**config.mk**
```make
export PLATFORM = sky130hd
export DESIGN_NAME = md5_msg_sched
export DESIGN_NICKNAME = d
export VERILOG_FILES = /design/src/rtl/md5_pkg.sv /design/src/rtl/md5_k_index.sv /design/src/rtl/md5_msg_sched.sv
export SDC_FILE = /design/constraint.sdc
export NUM_CORES = 1
export LEC_CHECK = 0
export ABC_AREA = 0
export CORE_MARGIN = 4
export CORE_UTILIZATION = 25
export DETAILED_ROUTE_END_ITERATION = 7
export GPL_ROUTABILITY_DRIVEN = 0
export GPL_TIMING_DRIVEN = 0
export SYNTH_ARGS = -nofsm -noshare
export SYNTH_HDL_FRONTEND = slang
export SYNTH_HIERARCHICAL = 1
export SYNTH_SLANG_ARGS = --single-unit
```
**constraint.sdc**
```tcl
create_clock -name clk -period 5.3 [get_ports clk]
set_clock_uncertainty 0.1 [all_clocks]
set_input_delay 0.53 -clock clk [delete_from_list [all_inputs] [get_ports clk]]
set_output_delay 0.53 -clock clk [all_outputs]
set_load 0.02 [all_outputs]
```
**src/rtl/md5_pkg.sv**
```systemverilog
// Shared MD5 message-scheduler definitions: step constants, shift table,
// scheduler state encoding and widths.
package md5_pkg;

  localparam int unsigned WORD_W  = 32;
  localparam int unsigned STEP_W  = 6;
  localparam int unsigned WIDX_W  = 4;
  localparam int unsigned NWORDS  = 16;
  localparam int unsigned NSTEPS  = 64;

  typedef enum logic {
    ST_LOAD = 1'b0,
    ST_RUN  = 1'b1
  } state_t;

  // T[i] = floor(2^32 * |sin(i+1)|)
  localparam logic [WORD_W-1:0] T_TABLE [NSTEPS] = '{
    32'hd76aa478, 32'he8c7b756, 32'h242070db, 32'hc1bdceee,
    32'hf57c0faf, 32'h4787c62a, 32'ha8304613, 32'hfd469501,
    32'h698098d8, 32'h8b44f7af, 32'hffff5bb1, 32'h895cd7be,
    32'h6b901122, 32'hfd987193, 32'ha679438e, 32'h49b40821,
    32'hf61e2562, 32'hc040b340, 32'h265e5a51, 32'he9b6c7aa,
    32'hd62f105d, 32'h02441453, 32'hd8a1e681, 32'he7d3fbc8,
    32'h21e1cde6, 32'hc33707d6, 32'hf4d50d87, 32'h455a14ed,
    32'ha9e3e905, 32'hfcefa3f8, 32'h676f02d9, 32'h8d2a4c8a,
    32'hfffa3942, 32'h8771f681, 32'h6d9d6122, 32'hfde5380c,
    32'ha4beea44, 32'h4bdecfa9, 32'hf6bb4b60, 32'hbebfbc70,
    32'h289b7ec6, 32'heaa127fa, 32'hd4ef3085, 32'h04881d05,
    32'hd9d4d039, 32'he6db99e5, 32'h1fa27cf8, 32'hc4ac5665,
    32'hf4292244, 32'h432aff97, 32'hab9423a7, 32'hfc93a039,
    32'h655b59c3, 32'h8f0ccc92, 32'hffeff47d, 32'h85845dd1,
    32'h6fa87e4f, 32'hfe2ce6e0, 32'ha3014314, 32'h4e0811a1,
    32'hf7537e82, 32'hbd3af235, 32'h2ad7d2bb, 32'heb86d391
  };

  // Indexed by {round, step[1:0]}
  localparam logic [4:0] SHIFT_TABLE [NWORDS] = '{
    5'd7, 5'd12, 5'd17, 5'd22,
    5'd5, 5'd9,  5'd14, 5'd20,
    5'd4, 5'd11, 5'd16, 5'd23,
    5'd6, 5'd10, 5'd15, 5'd21
  };

endpackage

```
**src/rtl/md5_k_index.sv**
```systemverilog
// Maps an MD5 step index to the message word index k used by that step.
module md5_k_index
  import md5_pkg::*;
(
  input  logic [5:0] step,
  output logic [3:0] k
);

  logic [3:0] i4;

  always_comb begin
    i4 = step[3:0];
    k  = i4;
    unique case (step[5:4])
      2'd0: k = i4;
      2'd1: k = (i4 * 4'd5) + 4'd1;
      2'd2: k = (i4 * 4'd3) + 4'd5;
      2'd3: k = i4 * 4'd7;
      default: k = i4;
    endcase
  end

endmodule

```
**src/rtl/md5_msg_sched.sv**
```systemverilog
// MD5 message scheduler: collects a 16-word block, then streams the 64
// per-step (X[k], T[i], s) tuples to the round datapath with valid/ready.
module md5_msg_sched
  import md5_pkg::*;
(
  input  logic        clk,
  input  logic        rst_n,
  input  logic        flush,
  input  logic        in_valid,
  input  logic [31:0] in_word,
  output logic        in_ready,
  output logic        out_valid,
  input  logic        out_ready,
  output logic [31:0] msg,
  output logic [31:0] t,
  output logic [4:0]  shift,
  output logic [5:0]  step,
  output logic [1:0]  rnd,
  output logic        last,
  output logic        done
);

  state_t      state, state_nxt;
  logic [3:0]  wcnt;
  logic [5:0]  step_q;
  logic        done_q;
  logic [31:0] x [NWORDS];
  logic [3:0]  k;
  logic        accept;
  logic        fire;

  md5_k_index u_k_index (
    .step (step_q),
    .k    (k)
  );

  always_comb begin
    in_ready  = (state == ST_LOAD);
    out_valid = (state == ST_RUN);
    accept    = in_valid && in_ready;
    fire      = out_valid && out_ready;
  end

  always_comb begin
    state_nxt = state;
    unique case (state)
      ST_LOAD: if (accept && (wcnt == 4'd15)) state_nxt = ST_RUN;
      ST_RUN:  if (fire && (step_q == 6'd63)) state_nxt = ST_LOAD;
      default: state_nxt = ST_LOAD;
    endcase
    if (flush) state_nxt = ST_LOAD;
  end

  always_ff @(posedge clk or negedge rst_n) begin
    if (!rst_n) state <= ST_LOAD;
    else        state <= state_nxt;
  end

  // step wraps 63 -> 0 on its own, so block end needs no explicit clear
  always_ff @(posedge clk or negedge rst_n) begin
    if (!rst_n) begin
      wcnt   <= '0;
      step_q <= '0;
      done_q <= 1'b0;
    end else begin
      done_q <= 1'b0;
      if (flush) begin
        wcnt   <= '0;
        step_q <= '0;
      end else begin
        if (accept) wcnt <= wcnt + 4'd1;
        if (fire) begin
          step_q <= step_q + 6'd1;
          done_q <= (step_q == 6'd63);
        end
      end
    end
  end

  always_ff @(posedge clk or negedge rst_n) begin
    if (!rst_n) begin
      for (int unsigned j = 0; j < NWORDS; j++) x[j] <= '0;
    end else if (accept && !flush) begin
      x[wcnt] <= in_word;
    end
  end

  always_comb begin
    msg   = x[k];
    t     = T_TABLE[step_q];
    shift = SHIFT_TABLE[{step_q[5:4], step_q[1:0]}];
    step  = step_q;
    rnd   = step_q[5:4];
    last  = out_valid && (step_q == 6'd63);
    done  = done_q;
  end

endmodule

```
==> reports/metrics.cfg <==
[status]
outcome = complete, but fails checks
failed_checks = design-rule violations

[cts]
h-tree-depth = 2
cts.clk_slew.worst_paths_ns = 0.07
clock_sink_count = 524
numCtsBuffers = 56
post_cts_setup_repair_bufs = 0
clock_insertion_delay_worst_skew_ns = 0.61
root_buffer = sky130_fd_sc_hd__clkbuf_16
clock_tree.buffer_depth = 3
tritoncts = yes

[grt]
gr-usage-met3_pct = 4.72
globalRouteOverflowTotal = 0
antenna_found_initial = 11
grt_first_pass_wirelength_mm = 129
grt_pass1_vias = 19100
maximum_number_of_pins_on_one_net_before_global_route_repair = 118
gr-max-usage-layer = met2
grt.met1_usage_pct = 19.5
grt.met2_usage_pct = 23.9
gr-usage-all-layers_pct = 15.1

[sta]
min_period_ns = 5.20
rsz_0062_raised_after_global_routing = no
slew-limit-headroom_pct = 38.1
fmax_mhz = 192
setup_viol = 0
max_slew.worst_pin.slew_ns = 0.929
totalNegativeSetupSlack_ns = 0
period_share_pct = 98.1
slew_viol_final = 0
timing_hold_violations_final = 0

[final_layout]
finalNetCount = 2199
most_frequent_cells_in_the_layout = sky130_fd_sc_hd__dfrtp_1, sky130_fd_sc_hd__mux2_2, sky130_fd_sc_hd__mux4_2
synthToLayoutAreaGrowth_pct = 18.2
instances_no_fill = 3578
drive_above_1_share_pct = 40.8
final_common_cell = sky130_fd_sc_hd__dfrtp_1
final.fill_count = 10800

[die]
dieArea_um2 = 114000
core_area_um2 = 108000
initial_core_util_pct = 25.2
floorplan.die.height_um = 338
die_x_um = 338
fp_rows = 120
io_pins = 118

[power]
pwr_density_cell_nw_per_um2 = 290
p_leak_nw = 14.1
irDropWorstVdd_mv = 0.252
power_mw = 9.32

[synthesis]
synth_top_cells_by_area = sky130_fd_sc_hd__dfrtp_1, sky130_fd_sc_hd__mux2_2, sky130_fd_sc_hd__mux4_2
post-synth-top-area-cell = sky130_fd_sc_hd__dfrtp_1
ys_types = 62
netlist_instances = 1948
synth_largest_type_area_fraction_pct = 48.3
synth.yosys.seq_area_share_pct = 48.3
synth_edf_count = 0
avgSynthCellArea_um2 = 13.9
synth_async_sr_flop_share_pct = 100
synth_warnings = 6
synth.ff_latch_count = 524
syn-num-nets = 2019
yosys_most_used_dff = sky130_fd_sc_hd__dfrtp_1
post_synth_instance_area_um2 = 27100

[placed_design]
portbufs = 117
placed_cells_incl_taps = 3472
detailed_place_hpwl_mm = 57.4

[drt]
drt-initial-drc-count = 2214
detail-route-antenna-nets = 0
via_per_inst = 5.19
drt-wirelength-per-cell_um = 24.3
routed_wirelength_mm = 87.1
drc = 133
detail_route.first_pass.iterations = 8
via_count = 18600

[setup_path]
crit_chain = inv_1 > ha_1 > or2_2 > clkbuf_1 > and3_1 > a311o_1 > a31oi_1 > clkdlybuf4s50_1
timing.critical_path.slowest_cell_delay_ns = 0.70
crit_type = reg -> out
endpoint_kind_of_the_worst_setup_timing_path = output pin
path_buf_inv = 3
path_max_fanout = 20
timing.critical_path.slowest_stage_cell = sky130_fd_sc_hd__clkdlybuf4s50_1
cpLargestDelayFamily = buffers and inverters
required_ns = 4.67
signal_arrival_time_at_the_worst_endpoint_ns = 4.57
startpoint_type_of_the_worst_setup_path = register

[hold_path]
worstHoldPathType = reg -> reg

[run]
max_cap_viol_count = 0

[state kept, by name, summed over array words and instances (netlist names)]
name and cells:
wcnt 4, x 512, step 6, out_valid 1
done 1
[cells in the mapped netlist (3+ instances only)]
| cell | instances |
|---|---|
| sky130_fd_sc_hd__dfrtp_1 | 524 |
| sky130_fd_sc_hd__mux2_2 | 516 |
| sky130_fd_sc_hd__mux4_2 | 145 |
| sky130_fd_sc_hd__buf_2 | 84 |
| sky130_fd_sc_hd__clkbuf_1 | 73 |
| sky130_fd_sc_hd__nand2_1 | 70 |
| sky130_fd_sc_hd__a21oi_1 | 67 |
| sky130_fd_sc_hd__o21ai_0 | 55 |
| sky130_fd_sc_hd__nor2_1 | 50 |
| sky130_fd_sc_hd__nand3_1 | 40 |
| sky130_fd_sc_hd__ha_1 | 32 |
| sky130_fd_sc_hd__mux4_1 | 24 |
| sky130_fd_sc_hd__nand2b_1 | 23 |
| sky130_fd_sc_hd__a211oi_1 | 20 |
| sky130_fd_sc_hd__inv_1 | 19 |
| sky130_fd_sc_hd__nor2b_1 | 16 |
| sky130_fd_sc_hd__o211ai_1 | 13 |
| sky130_fd_sc_hd__xnor2_1 | 13 |
| sky130_fd_sc_hd__a31oi_1 | 12 |
| sky130_fd_sc_hd__buf_6 | 12 |
| sky130_fd_sc_hd__nor3_1 | 12 |
| sky130_fd_sc_hd__buf_1 | 11 |
| sky130_fd_sc_hd__buf_4 | 10 |
| sky130_fd_sc_hd__a311oi_1 | 8 |
| sky130_fd_sc_hd__a2111oi_0 | 7 |
| sky130_fd_sc_hd__a21o_1 | 7 |
| sky130_fd_sc_hd__and3_1 | 6 |
| sky130_fd_sc_hd__mux2i_1 | 6 |
| sky130_fd_sc_hd__o311ai_0 | 6 |
| sky130_fd_sc_hd__a311o_1 | 5 |
| sky130_fd_sc_hd__o22ai_1 | 5 |
| sky130_fd_sc_hd__or2_2 | 5 |
| sky130_fd_sc_hd__a221oi_1 | 4 |
| sky130_fd_sc_hd__xor2_1 | 4 |
| sky130_fd_sc_hd__o21a_1 | 3 |
| sky130_fd_sc_hd__o221ai_1 | 3 |
| sky130_fd_sc_hd__o31ai_1 | 3 |
[cells by family (layout without fill, tap and decap cells)]
| family | after synthesis | in the layout | share of synthesized area (%) |
|---|---|---|---|
| other | 0 | 2 | 0 |
| DFF | 524 | 524 | 48.3 |
| buffers and inverters | 212 | 437 | 3.83 |
| and+or+nand+nor | 234 | 234 | 4.08 |
| muxes | 691 | 691 | 36.0 |
| adders and majority gates | 34 | 34 | 1.62 |
| AOI/OAI and AO/OA | 235 | 235 | 5.57 |
| xor gates and xnor gates | 18 | 18 | 0.608 |
[area by class of cell]
class	count	area [µm²]	area share, %
antenna	2	5.00	0.0156
timing repair buffer	122	1300	4.04
clock buffer	89	1690	5.26
multi-input combinational	1212	13000	40.5
buffer	191	1020	3.17
inverter	21	78.8	0.246
sequential	524	13100	40.9
tap	1403	1760	5.47
clock inverter	14	138	0.429
[where the power goes]
group | internal (mW) | total (mW) | switching, mW
Combinational | 0.549 | 0.997 | 0.448
Sequential | 4.32 | 4.46 | 0.147
Clock | 2.23 | 3.86 | 1.63
[worst paths after layout]
path | from | endpoint | slack, ns | depth (start not counted)
max in group asynchronous | rst_n | step[1]$_DFFE_PN0P_ | 3.01 | 4
min in group asynchronous | rst_n | x[456]$_DFFE_PN0P_ | 0.42 | 2
min reg2reg | x[336]$_DFFE_PN0P_ | x[336]$_DFFE_PN0P_ | 0.39 | 1
max | step[0]$_DFFE_PN0P_ | t[28] | 0.1 | 8
max reg2reg | step[2]$_DFFE_PN0P_ | step[4]$_DFFE_PN0P_ | 2.44 | 7
min | x[336]$_DFFE_PN0P_ | x[336]$_DFFE_PN0P_ | 0.39 | 1
[through the flow]
step | setup slack (ns) | hold slack (ns) | utilization, % | cell area [µm²]
6_report | 0.0986 | 0.395 | 29.9 | 32100
2_1_floorplan | 1.58 | 0.134 | - | 27100
5_1_grt | 0.0109 | 0.403 | 29.9 | 32100
3_5_place_dp | -0.233 | 0.385 | 28.1 | 30200
4_1_cts | 0.00568 | 0.391 | 29.8 | 32100
3_3_place_gp | -20.66 | 0.380 | 28.0 | 30100
[per-layer routing]
metal	vias to the layer above	part of all wire [%]
li1	7698	-
met1	9577	41
met2	960	45
met3	329	9.0
met4	12	4.4
met5	-	0.080
[repair_timing]
action / CTS / global route
hold buffers: 1 / 0
hold endpoints to repair: 87 / 0
cloned: 0 / 0
endpoints found under the setup margin: 59 / 37
gates resized for setup: 35 / 11
(Power assumes the default switching activity.)
